===== src/rtl/prbs9_pkg.sv =====
// prbs9_pkg: shared types and constants for the PRBS9 (x^9 + x^5 + 1)
// checker family.
package prbs9_pkg;

  // Checker acquisition states.
  typedef enum logic [1:0] {
    FILL,
    HUNT,
    LOCKED
  } prbs9_state_e;

  // Register length and feedback taps: bit[n] = bit[n-9] ^ bit[n-5].
  localparam int unsigned PRBS9_LEN   = 9;
  localparam int unsigned PRBS9_TAP_A = 8;
  localparam int unsigned PRBS9_TAP_B = 4;

  // Default lock/loss tuning.
  localparam int unsigned PRBS9_LOCK_CNT_DEF = 16;
  localparam int unsigned PRBS9_LOSS_WIN_DEF = 64;
  localparam int unsigned PRBS9_LOSS_THR_DEF = 8;

  // Next PRBS9 bit predicted from the current shift register contents.
  function automatic logic prbs9_predict(input logic [PRBS9_LEN-1:0] sr);
    return sr[PRBS9_TAP_A] ^ sr[PRBS9_TAP_B];
  endfunction

endpackage


===== src/rtl/prbs9_err_window.sv =====
// prbs9_err_window: loss-of-lock observation window. Counts valid bits and
// errors inside a LOSS_WIN-bit window and raises a combinational 'loss'
// strobe on the bit that brings the window error count to LOSS_THR.
module prbs9_err_window
  import prbs9_pkg::*;
#(
  parameter int unsigned LOSS_WIN = PRBS9_LOSS_WIN_DEF,
  parameter int unsigned LOSS_THR = PRBS9_LOSS_THR_DEF
) (
  input  logic clk,
  input  logic rst,
  input  logic clear,
  input  logic step,
  input  logic err,
  output logic loss
);

  localparam int unsigned WIN_W = (LOSS_WIN > 1) ? $clog2(LOSS_WIN + 1) : 1;
  localparam int unsigned THR_W = (LOSS_THR > 1) ? $clog2(LOSS_THR + 1) : 1;

  logic [WIN_W-1:0] win_q, win_d, win_inc;
  logic [THR_W-1:0] werr_q, werr_d, werr_inc;
  logic             win_end;

  // Window bookkeeping: a loss or a completed window both restart counting.
  always_comb begin
    win_inc  = win_q + WIN_W'(1);
    werr_inc = werr_q + THR_W'(err);
    loss     = step && (werr_inc >= THR_W'(LOSS_THR));
    win_end  = step && (win_inc == WIN_W'(LOSS_WIN));
    win_d    = win_q;
    werr_d   = werr_q;
    if (clear) begin
      win_d  = '0;
      werr_d = '0;
    end else if (step) begin
      if (loss || win_end) begin
        win_d  = '0;
        werr_d = '0;
      end else begin
        win_d  = win_inc;
        werr_d = werr_inc;
      end
    end
  end

  // Window counter registers.
  always_ff @(posedge clk) begin
    if (rst) begin
      win_q  <= '0;
      werr_q <= '0;
    end else begin
      win_q  <= win_d;
      werr_q <= werr_d;
    end
  end

endmodule


===== config.mk =====
export PLATFORM = sky130hd
export DESIGN_NAME = prbs9_err_window
export DESIGN_NICKNAME = d
export VERILOG_FILES = /design/src/rtl/prbs9_pkg.sv /design/src/rtl/prbs9_err_window.sv
export SDC_FILE = /design/constraint.sdc
export NUM_CORES = 1
export LEC_CHECK = 0
export ABC_CLOCK_PERIOD_IN_PS = 2200
export BUFFER_PORTS_ARGS = -buffer_cell sky130_fd_sc_hd__buf_2
export CORE_UTILIZATION = 25
export CTS_BUF_LIST = sky130_fd_sc_hd__clkbuf_16
export CTS_CLUSTER_DIAMETER = 40
export DETAILED_ROUTE_END_ITERATION = 12
export GPL_TIMING_DRIVEN = 0
export PLACE_DENSITY = 0.44
export SLEW_MARGIN = 20
export SYNTH_ARGS = -nofsm -noshare
export SYNTH_HDL_FRONTEND = slang
export SYNTH_SLANG_ARGS = --single-unit

===== constraint.sdc =====
create_clock -name clk -period 2.2 [get_ports clk]
set_input_delay 0.44 -clock clk [delete_from_list [all_inputs] [get_ports clk]]
set_output_delay 0.44 -clock clk [all_outputs]
set_load 0.05 [all_outputs]

==> flow_metrics.tcl, run 1 <==
set metrics [dict create \
    outcome "complete, no violations" \
    static-leakage-power_nw 0.2898 \
    synthesized_area_divided_by_synthesized_cell_count_um2 9.119 \
    drt-vias-per-instance 4.657 \
    power_switching_w 0.0001009 \
    route.final.wire_length_um 1089 \
    fin_nets 84 \
    power.ir.vdd_worst_v 0.0003924 \
    type_of_the_worst_min_delay_path "register to register" \
    fp.dieW_um 51.07 \
    synth_top_cells_by_area "dfxtp_1, a211oi_1, ha_1, xor2_1, xnor2_1" \
    comb_power_share_pct 3.4 \
    multi_input_comb_area_um2 364.1 \
    leading_cell_types_by_count_after_synthesis "dfxtp_1, nor2_1, a211oi_1, nand2_1, xor2_1" \
    dr.first_iter.drc_count 3 \
    netlist_instances 66 \
    setup.worst_path.end_class "register" \
    placementRows 17 \
    gpl.final_weighted_congestion 0.7068 \
    detailedPlacementHpwl_um 790.2 \
    tritoncts "yes" \
    cp.arrival_ns 2.01 \
    route.vias.total 475 \
    tightest_slew_ns 0.7763 \
    reg2reg_from "win_q[0]$_SDFFE_PP0P_" \
    pwr-share-clk_pct 59.4 \
    critPathRequiredTime_ns 2.28 \
    grt_first_pass_wirelength_um 1911 \
    post-cts-setup-buffers 0 \
    finalSetupViolations 0 \
    final-max-slew-violation-count 0 \
    critical_path.startpoint_type "register" \
    met3WireLength_um 31 \
    totalPowerFinal_w 0.0005499 \
    firstDrtPassIters 2 \
    numCtsBuffers 3 \
    number_of_global_route_vias_before_repair 442 \
    die_area_mm2 0.002608 \
    hold_path.startpoint "werr_q[3]$_SDFFE_PP0P_" \
    synth.yosys.seq_area_share_pct 36.59 \
    cell_internal_pwr_w 0.0004490 \
    crit_share_post_route_pct 87.74 \
    postRouteAntennaNets 0 \
    post_cts.resized_instances 0 \
    num-fill-cells 237 \
    rsz0062_at_grt "false" \
    worst_hold_path.num_cells 1 \
    post_synth_instance_area_um2 601.8 \
    dominantRegCellSynth "dfxtp_1" \
    antenna_found_initial 0 \
    num_io_pins 6 \
    regToRegSetupSlack_ns 0.27 \
    grt_max_degree 11 \
    grt_remaining_overflow 0 \
    dpl_worst_slack_ns 0.2799 \
    detail_route.drc_violations 0 \
    synth_fp_nets 75 \
    post_drt_wl_per_cell_um 10.68 \
    seqCellArea_um2 220.2 \
    layout_cell_share_with_drive_strength_beyond_1_pct 16.22 \
    drv_cap 0 \
    worst_hold_slack_ns 0.5073 \
    max_freq_mhz 518.1 \
    met2RoutedLength_um 497 \
    cp_max_fo 6 \
    yosys.cell_count.top_type "dfxtp_1" \
    holdPathEnd "werr_q[3]$_SDFFE_PP0P_" \
    worst_setup_hold_path_clk_slew_ns 0.04 \
    final.setup.tns_ns 0 \
    synth-edff-count 0 \
    synth-seq-cells 11 \
    post_synth_arst_share_pct 0 \
    synthesis.yosys.warnings 0 \
    detail_route.wirelength.met1_um 519 \
    power-per-cell-area_mw_per_mm2 747.5 \
    core-area_mm2 0.002233 \
    track_usage_pct 10.57 \
    worst-setup-path-type "register to register" \
    post_synth_num_cell_types 22 \
    slew-limit-headroom_pct 47.90 \
    clockRootBuffer "clkbuf_16" \
    ctsHtreeMaxLevel 1 \
    die_height_um 51.07 \
    critical_path.reg2reg.endpoint "werr_q[0]$_SDFFE_PP0P_" \
    hold_buffers 0 \
    cts_max_path_buffers 2 \
    maxUsedRoutingLayer "met4" \
    setup_ws_ns 0.2697 \
    syn2layout_area_growth_pct 22.25 \
    switching_share_pct 18.35 \
    n_antenna_cell 0 \
    share_of_yosys_cell_area_claimed_by_the_top_area_cell_type_pct 36.59 \
    worstSkewPairLatency_ns 0.24 \
    clkSinkCount 11 \
    period_minus_slack_ns 1.930 \
    report.final.hold_viol_count 0 \
    seq_power_share_pct 37.2 \
    synth_top_cell_by_area "dfxtp_1" \
    finClkSkew_ns 0.001560 \
    initial_core_util_pct 26.95 \
    buffers_on_ports 4 \
    ff2ff_path_depth 5 \
]
[kinds of logic (layout without fill, tap and decap cells)]
group                      count (synthesis)  in the layout  synth area share (%)
xor gates and xnor gates                   9              9                 13.10
and+or+nand+nor                           24             24                 20.37
AOI/OAI and AO/OA                         11             11                 13.72
buffers and inverters                      4             12                 2.909
adders and majority gates                  4              4                 8.316
muxes                                      3              3                 4.990
DFF                                       11             11                 36.59
[worst max-delay path: stages (launching register included)]
cell and delay (ns):
dfxtp_1 0.41, ha_1 0.27, and4bb_2 0.24, nor2_1 0.05, a211oi_1 0.63, a211oi_1 0.17
[flip-flops by register name, summed over array words and instances, names as in the netlist]
signal / count
win_q: 7
werr_q: 4
[how the worst max path moves through the flow]
stage                                   endpoint             startpoint  slack, ns  depth (start not counted)
after floorplan                             loss                    err       0.28                          4
after global placement    werr_q[0]$_SDFFE_PP0P_  win_q[0]$_SDFFE_PP0P_       0.23                          5
after detailed placement  werr_q[1]$_SDFFE_PP0P_  win_q[0]$_SDFFE_PP0P_       0.28                          5
after CTS                 werr_q[1]$_SDFFE_PP0P_  win_q[0]$_SDFFE_PP0P_       0.22                          5
after global routing      werr_q[0]$_SDFFE_PP0P_  win_q[0]$_SDFFE_PP0P_       0.02                          5
final                     werr_q[0]$_SDFFE_PP0P_  win_q[0]$_SDFFE_PP0P_       0.27                          5
[power by group through the flow]
stage,registers (W),clock network [W],logic [W]
after floorplan,0.000208,0,0.0000136
after global placement,0.000208,0,0.0000193
after detailed placement,0.000208,0,0.0000194
after CTS,0.000205,0.000333,0.0000195
after global routing,0.000205,0.000345,0.0000210
final,0.000205,0.000326,0.0000189
[cell type report]
type / count / share of cell area, %
Sequential cell: 11 / 29.93
Inverter: 2 / 1.020
Buffer: 2 / 1.361
Clock inverter: 1 / 0.5102
Tap cell: 28 / 4.762
Clock buffer: 3 / 10.20
Timing Repair Buffer: 4 / 2.721
Multi-Input combinational cell: 51 / 49.49
[through the flow]
| stage | cells | area (um^2) | utilization (%) |
|---|---|---|---|
| finish | 102 | 735.7 | 32.94 |
| global route | 102 | 735.7 | 32.94 |
| CTS | 102 | 735.7 | 32.94 |
| detailed placement | 98 | 656.9 | 29.41 |
| global placement | 98 | 656.9 | 29.41 |
| floorplan | 66 | 601.8 | - |
[layout by cell type (no fill, tap or decap), types with 2 or more instances in the layout]
cell type  netlist  routed
a211oi_1         7       7
buf_2            1       5
clkbuf_16        0       3
dfxtp_1         11      11
ha_1             4       4
inv_1            2       3
mux2i_1          3       3
nand2_1          5       5
nand3_1          2       2
nand4_1          2       2
nor2_1           9       9
nor3_1           2       2
xnor2_1          4       4
xor2_1           5       5
[layer usage]
metal	GRT usage [%]	vias to the layer above
li1	-	250
met1	11.11	215
met3	2.976	5
met5	0	-
met2	16.89	5
met4	9.722	0
Note: power is estimated with default switching activity, not from simulation.
==> inputs of run 2 (changes only) <==
BUFFER_PORTS_ARGS = default   (was -buffer_cell sky130_fd_sc_hd__buf_2)
DONT_BUFFER_PORTS = 1   (was default)
PLACE_DENSITY = 0.42   (was 0.44)
==> run 2 against run 1 <==
Against the previous run:
- critical endpoint is now loss
- largest power group unchanged
- register-to-register slack lost 0.03 ns
- critical path type is now register to output pin
- highest routed layer unchanged
- wire length rose by 2.8%
- combinational power is 13% lower
==> flow_metrics.tcl, run 2 (synthesis results as in run 1) <==
set metrics [dict create \
    layoutNonFillerInstCount 98 \
    layout_commonest_cell "dfxtp_1" \
    final-max-slew-violation-count 0 \
    cp_max_fo 2 \
    placed_area_um2 636.9 \
    cp.arrival_ns 1.65 \
    route.vias.total 472 \
    detailedPlacementHpwl_um 762.4 \
    setup.worst_path.end_class "output pin" \
    placementRows 17 \
    report.final.hold_viol_count 0 \
    post-place-cells 94 \
    die_area_mm2 0.002608 \
    pwr-share-clk_pct 59.8 \
    clkSinkCount 11 \
    period_minus_slack_ns 2.086 \
    largest_register_ffs 7 \
    ff2ff_path_depth 5 \
    rsz0062_at_grt "false" \
    post_drt_wl_per_cell_um 11.43 \
    static-leakage-power_nw 0.2724 \
    critPathRequiredTime_ns 1.76 \
    number_of_global_route_vias_before_repair 453 \
    cell_internal_pwr_w 0.0004474 \
    n_antenna_cell 0 \
    firstDrtPassIters 2 \
    power.ir.vdd_worst_v 0.0003324 \
    outcome "complete, no violations" \
    final_area_um2 715.7 \
    hold_buffers 0 \
    grt_max_degree 11 \
    worstSkewPairLatency_ns 0.24 \
    seq_power_share_pct 37.2 \
    initial_core_util_pct 26.95 \
    num_io_pins 6 \
    largestRegisters "win_q x7, werr_q x4" \
    dr.first_iter.drc_count 1 \
    worst_setup_hold_path_clk_slew_ns 0.04 \
    detail_route.drc_violations 0 \
    slew-limit-headroom_pct 41.31 \
    antenna_found_initial 0 \
    clockRootBuffer "clkbuf_16" \
    buffers_on_ports 0 \
    gpl.final_weighted_congestion 0.6878 \
    top_register "win_q" \
    max_freq_mhz 479.5 \
    route.final.wire_length_um 1120 \
    regToRegSetupSlack_ns 0.24 \
    worst_hold_path.num_cells 2 \
    die_height_um 51.07 \
    post-cts-setup-buffers 0 \
    reg2reg_from "win_q[0]$_SDFFE_PP0P_" \
    fin_nets 80 \
    hold_path.startpoint "rst" \
    grt_first_pass_wirelength_um 2001 \
    comb_power_share_pct 3.0 \
    switching_share_pct 18.69 \
    track_usage_pct 11.05 \
    final_core_utilization_pct 32.04 \
    finClkSkew_ns 0.0009297 \
    postRouteAntennaNets 0 \
    numCtsBuffers 3 \
    ctsHtreeMaxLevel 1 \
    cts_max_path_buffers 2 \
    tritoncts "yes" \
    layout.cells.most_common_list "dfxtp_1, nor2_1, a211oi_1" \
    power-per-cell-area_mw_per_mm2 768.8 \
    critical_path.startpoint_type "register" \
    drt-vias-per-instance 4.816 \
    post_cts.resized_instances 0 \
    power_switching_w 0.0001028 \
    finalSetupViolations 0 \
    critical_path.reg2reg.endpoint "win_q[6]$_SDFFE_PP0P_" \
    final.setup.tns_ns 0 \
    worst-setup-path-type "register to output pin" \
    layout_cell_share_with_drive_strength_beyond_1_pct 11.43 \
    type_of_the_worst_min_delay_path "input port to register" \
    drv_cap 0 \
    fp.dieW_um 51.07 \
    crit_share_post_route_pct 94.80 \
    syn2layout_area_growth_pct 18.92 \
    core-area_mm2 0.002233 \
    holdPathEnd "werr_q[3]$_SDFFE_PP0P_" \
    grt_remaining_overflow 0 \
    tightest_slew_ns 0.8771 \
]
## run 2: changes by cell type in the layout (fill, tap and decap cells not counted), sizes merged
cell | previous run | this run
buf | 5 | 1
## run 2: through the flow
stage	setup slack (ns)	hold slack, ns	total power (W)
2_1_floorplan	0.2823	0.4794	0.0002211
3_3_place_gp	0.2040	0.4960	0.0002248
3_5_place_dp	0.2387	0.5076	0.0002251
4_1_cts	0.09335	0.4429	0.0005624
5_1_grt	0.004775	0.4503	0.0005725
6_report	0.1144	0.4406	0.0005503
## run 2: final cells by class
| cell class | instances | area (um^2) |
|---|---|---|
| Multi-Input combinational cell | 51 | 364.1 |
| Sequential cell | 11 | 220.2 |
| Tap cell | 28 | 35.03 |
| Clock inverter | 1 | 3.754 |
| Clock buffer | 3 | 75.07 |
| Buffer | 2 | 10.01 |
| Fill cell | 240 | 1518 |
| Inverter | 2 | 7.507 |
## run 2: how the worst max path moves through the flow
| stage | from | end | cells past startpoint |
|---|---|---|---|
| after global routing | win_q[0]$_SDFFE_PP0P_ | win_q[0]$_SDFFE_PP0P_ | 5 |
| after detailed placement | err | loss | 4 |
| after CTS | werr_q[0]$_SDFFE_PP0P_ | loss | 4 |
| final | werr_q[0]$_SDFFE_PP0P_ | loss | 4 |
| after floorplan | err | loss | 4 |
| after global placement | win_q[0]$_SDFFE_PP0P_ | werr_q[0]$_SDFFE_PP0P_ | 5 |
## run 2: power groups by stage
stage,clock network [W],logic [W],registers [W]
global placement,0,0.0000169,0.000208
floorplan,0,0.0000136,0.000208
global route,0.000348,0.0000193,0.000205
finish,0.000329,0.0000164,0.000205
detailed placement,0,0.0000171,0.000208
CTS,0.000341,0.0000172,0.000205
## run 2: critical path, stage by stage, from the launching register on
cell and delay, ns:
dfxtp_1 0.32, ha_1 0.16, nand3_1 0.09, xor2_1 0.16, nor2_1 0.67
## run 2: routing by layer
| metal | wire length, um | GRT usage [%] | share of wire [%] | up-vias |
|---|---|---|---|---|
| li1 | - | - | - | 241 |
| met1 | 495 | 12.30 | 44 | 222 |
| met2 | 552 | 16.67 | 49 | 4 |
| met3 | 23 | 2.679 | 2.1 | 5 |
| met4 | 49 | 11.11 | 4.4 | 0 |
| met5 | 0 | 0 | 0 | - |
==> inputs of run 3 (changes only) <==
CORE_MARGIN = 10   (was default)
==> run 3 against run 2 <==
Against the previous run:
- worst setup slack better by 0.19 ns
- clock-buffer cell count stayed put
- combinational power hardly changed
- sequential power hardly changed
- cell count stayed put
- core utilization is 0.19 points lower
- hold slack better by 0.0044 ns
- wire length is 1.3% higher
- critical path type is now register to register
- first-iteration DRC count grew to 16 times the previous value
- global-route usage is 5.8 points lower
- sequential share of layout area is 0.11 points lower
==> flow_metrics.tcl, run 3 (synthesis results as in run 1) <==
set metrics [dict create \
    tightest_slew_ns 0.7068 \
    placed_area_um2 636.9 \
    detail_route.drc_violations 0 \
    postRouteAntennaNets 0 \
    drv_cap 0 \
    crit_start "win_q[0]$_SDFFE_PP0P_" \
    endpoint "werr_q[0]$_SDFFE_PP0P_" \
    firstDrtPassIters 4 \
    grt_first_pass_wirelength_um 2035 \
    power-per-cell-area_mw_per_mm2 763.4 \
    fin_nets 80 \
    period_minus_slack_ns 1.898 \
    core-area_mm2 0.002255 \
    top_register "win_q" \
    multi_input_comb_area_um2 366.6 \
    rsz0062_at_grt "false" \
    detailedPlacementHpwl_um 864.3 \
    ctsHtreeMaxLevel 1 \
    report.final.hold_viol_count 0 \
    buffers_on_ports 0 \
    type_of_the_worst_min_delay_path "input port to register" \
    grt_max_degree 11 \
    clkSinkCount 11 \
    switching_share_pct 18.40 \
    num-fill-cells 249 \
    layout_commonest_cell "dfxtp_1" \
    critical_path.startpoint_type "register" \
    cts_max_path_buffers 2 \
    die_height_um 69.07 \
    num_io_pins 6 \
    ff2ff_path_depth 5 \
    slew-limit-headroom_pct 52.57 \
    largestRegisters "win_q x7, werr_q x4" \
    route.vias.total 471 \
    gpl.final_weighted_congestion 0.6951 \
    power_switching_w 0.0001009 \
    syn2layout_area_growth_pct 19.33 \
    crit_share_post_route_pct 86.27 \
    finalSetupViolations 0 \
    layout.cells.most_common_list "dfxtp_1, nor2_1, a211oi_1" \
    final-max-slew-violation-count 0 \
    tritoncts "yes" \
    cell_internal_pwr_w 0.0004474 \
    hold_buffers 0 \
    worstSkewPairLatency_ns 0.24 \
    numCtsBuffers 3 \
    n_antenna_cell 0 \
    final.setup.tns_ns 0 \
    antenna_found_initial 0 \
    critical_path.reg2reg.endpoint "werr_q[0]$_SDFFE_PP0P_" \
    max_freq_mhz 526.9 \
    post_drt_wl_per_cell_um 11.57 \
    dr.first_iter.drc_count 16 \
    final_area_um2 718.2 \
    cp_max_fo 6 \
    die_area_mm2 0.004770 \
    fp.dieW_um 69.07 \
    layout_cell_share_with_drive_strength_beyond_1_pct 12.86 \
    seqCellArea_um2 220.2 \
    number_of_global_route_vias_before_repair 464 \
    clockRootBuffer "clkbuf_16" \
    grt_remaining_overflow 0 \
    pwr-share-clk_pct 59.6 \
    cp.arrival_ns 1.98 \
    worst-setup-path-type "register to register" \
    static-leakage-power_nw 0.2721 \
    comb_power_share_pct 3.1 \
    finClkSkew_ns 0.002069 \
    critPathRequiredTime_ns 2.29 \
    reg2reg_from "win_q[0]$_SDFFE_PP0P_" \
    regToRegSetupSlack_ns 0.30 \
    placementRows 17 \
    power.ir.vdd_worst_v 0.0003734 \
    largest_register_ffs 7 \
    setup.worst_path.end_class "register" \
    seq_power_share_pct 37.3 \
    track_usage_pct 5.271 \
    drt-vias-per-instance 4.806 \
    route.final.wire_length_um 1134 \
    worst_setup_hold_path_clk_slew_ns 0.04 \
    hold_path.startpoint "rst" \
    initial_core_util_pct 26.69 \
    outcome "complete, no violations" \
]
run 3: power groups by stage:
stage	Clock (W)	Sequential (W)	Combinational, W
finish	0.000327	0.000205	0.0000167
global route	0.000345	0.000205	0.0000198
CTS	0.000333	0.000205	0.0000170
detailed placement	0	0.000208	0.0000168
global placement	0	0.000208	0.0000167
floorplan	0	0.000208	0.0000136
run 3: area by class of cell:
class	instances	share of cell area [%]
Tap cell	28	4.878
Multi-Input combinational cell	51	51.05
Inverter	2	1.045
Sequential cell	11	30.66
Buffer	2	1.394
Clock inverter	1	0.5226
Clock buffer	3	10.45
run 3: worst min path at each step:
stage                             endpoint  cells after the start  slack [ns]
floorplan           werr_q[3]$_SDFFE_PP0P_                      1        0.48
global placement    werr_q[3]$_SDFFE_PP0P_                      1        0.50
detailed placement  werr_q[3]$_SDFFE_PP0P_                      1        0.50
CTS                 werr_q[3]$_SDFFE_PP0P_                      2        0.45
global route        werr_q[3]$_SDFFE_PP0P_                      2        0.46
finish              werr_q[3]$_SDFFE_PP0P_                      2        0.44
run 3: metal layers:
layer	part of all wire (%)	track usage, %
met1	45	5.967
met2	47	7.359
met3	2.1	0.8559
met4	5.6	6.652
met5	0	0
run 3: metrics by stage:
stage          setup WS [ns]   power, W  hold WS, ns  std cells  util, %
2_1_floorplan         0.2823  0.0002211       0.4794         66        -
3_3_place_gp          0.2039  0.0002248       0.4957         94    28.25
3_5_place_dp          0.1857  0.0002248       0.4999         94    28.25
4_1_cts              0.05089  0.0005545       0.4459         98    31.74
5_1_grt               0.1120  0.0005696       0.4631         98    31.85
6_report              0.3022  0.0005483       0.4450         98    31.85
run 3: repair_timing:
action,in CTS,in global routing
setup endpoints to repair,0,1
setup buffers,0,0
endpoints found under the hold margin,0,0
resized for setup,0,1
run 3: critical path: stages (launching register included):
cell and delay, ns:
dfxtp_1 0.40, ha_1 0.28, and4bb_2 0.24, nor2_1 0.04, a211oi_1 0.61, a211oi_1 0.17
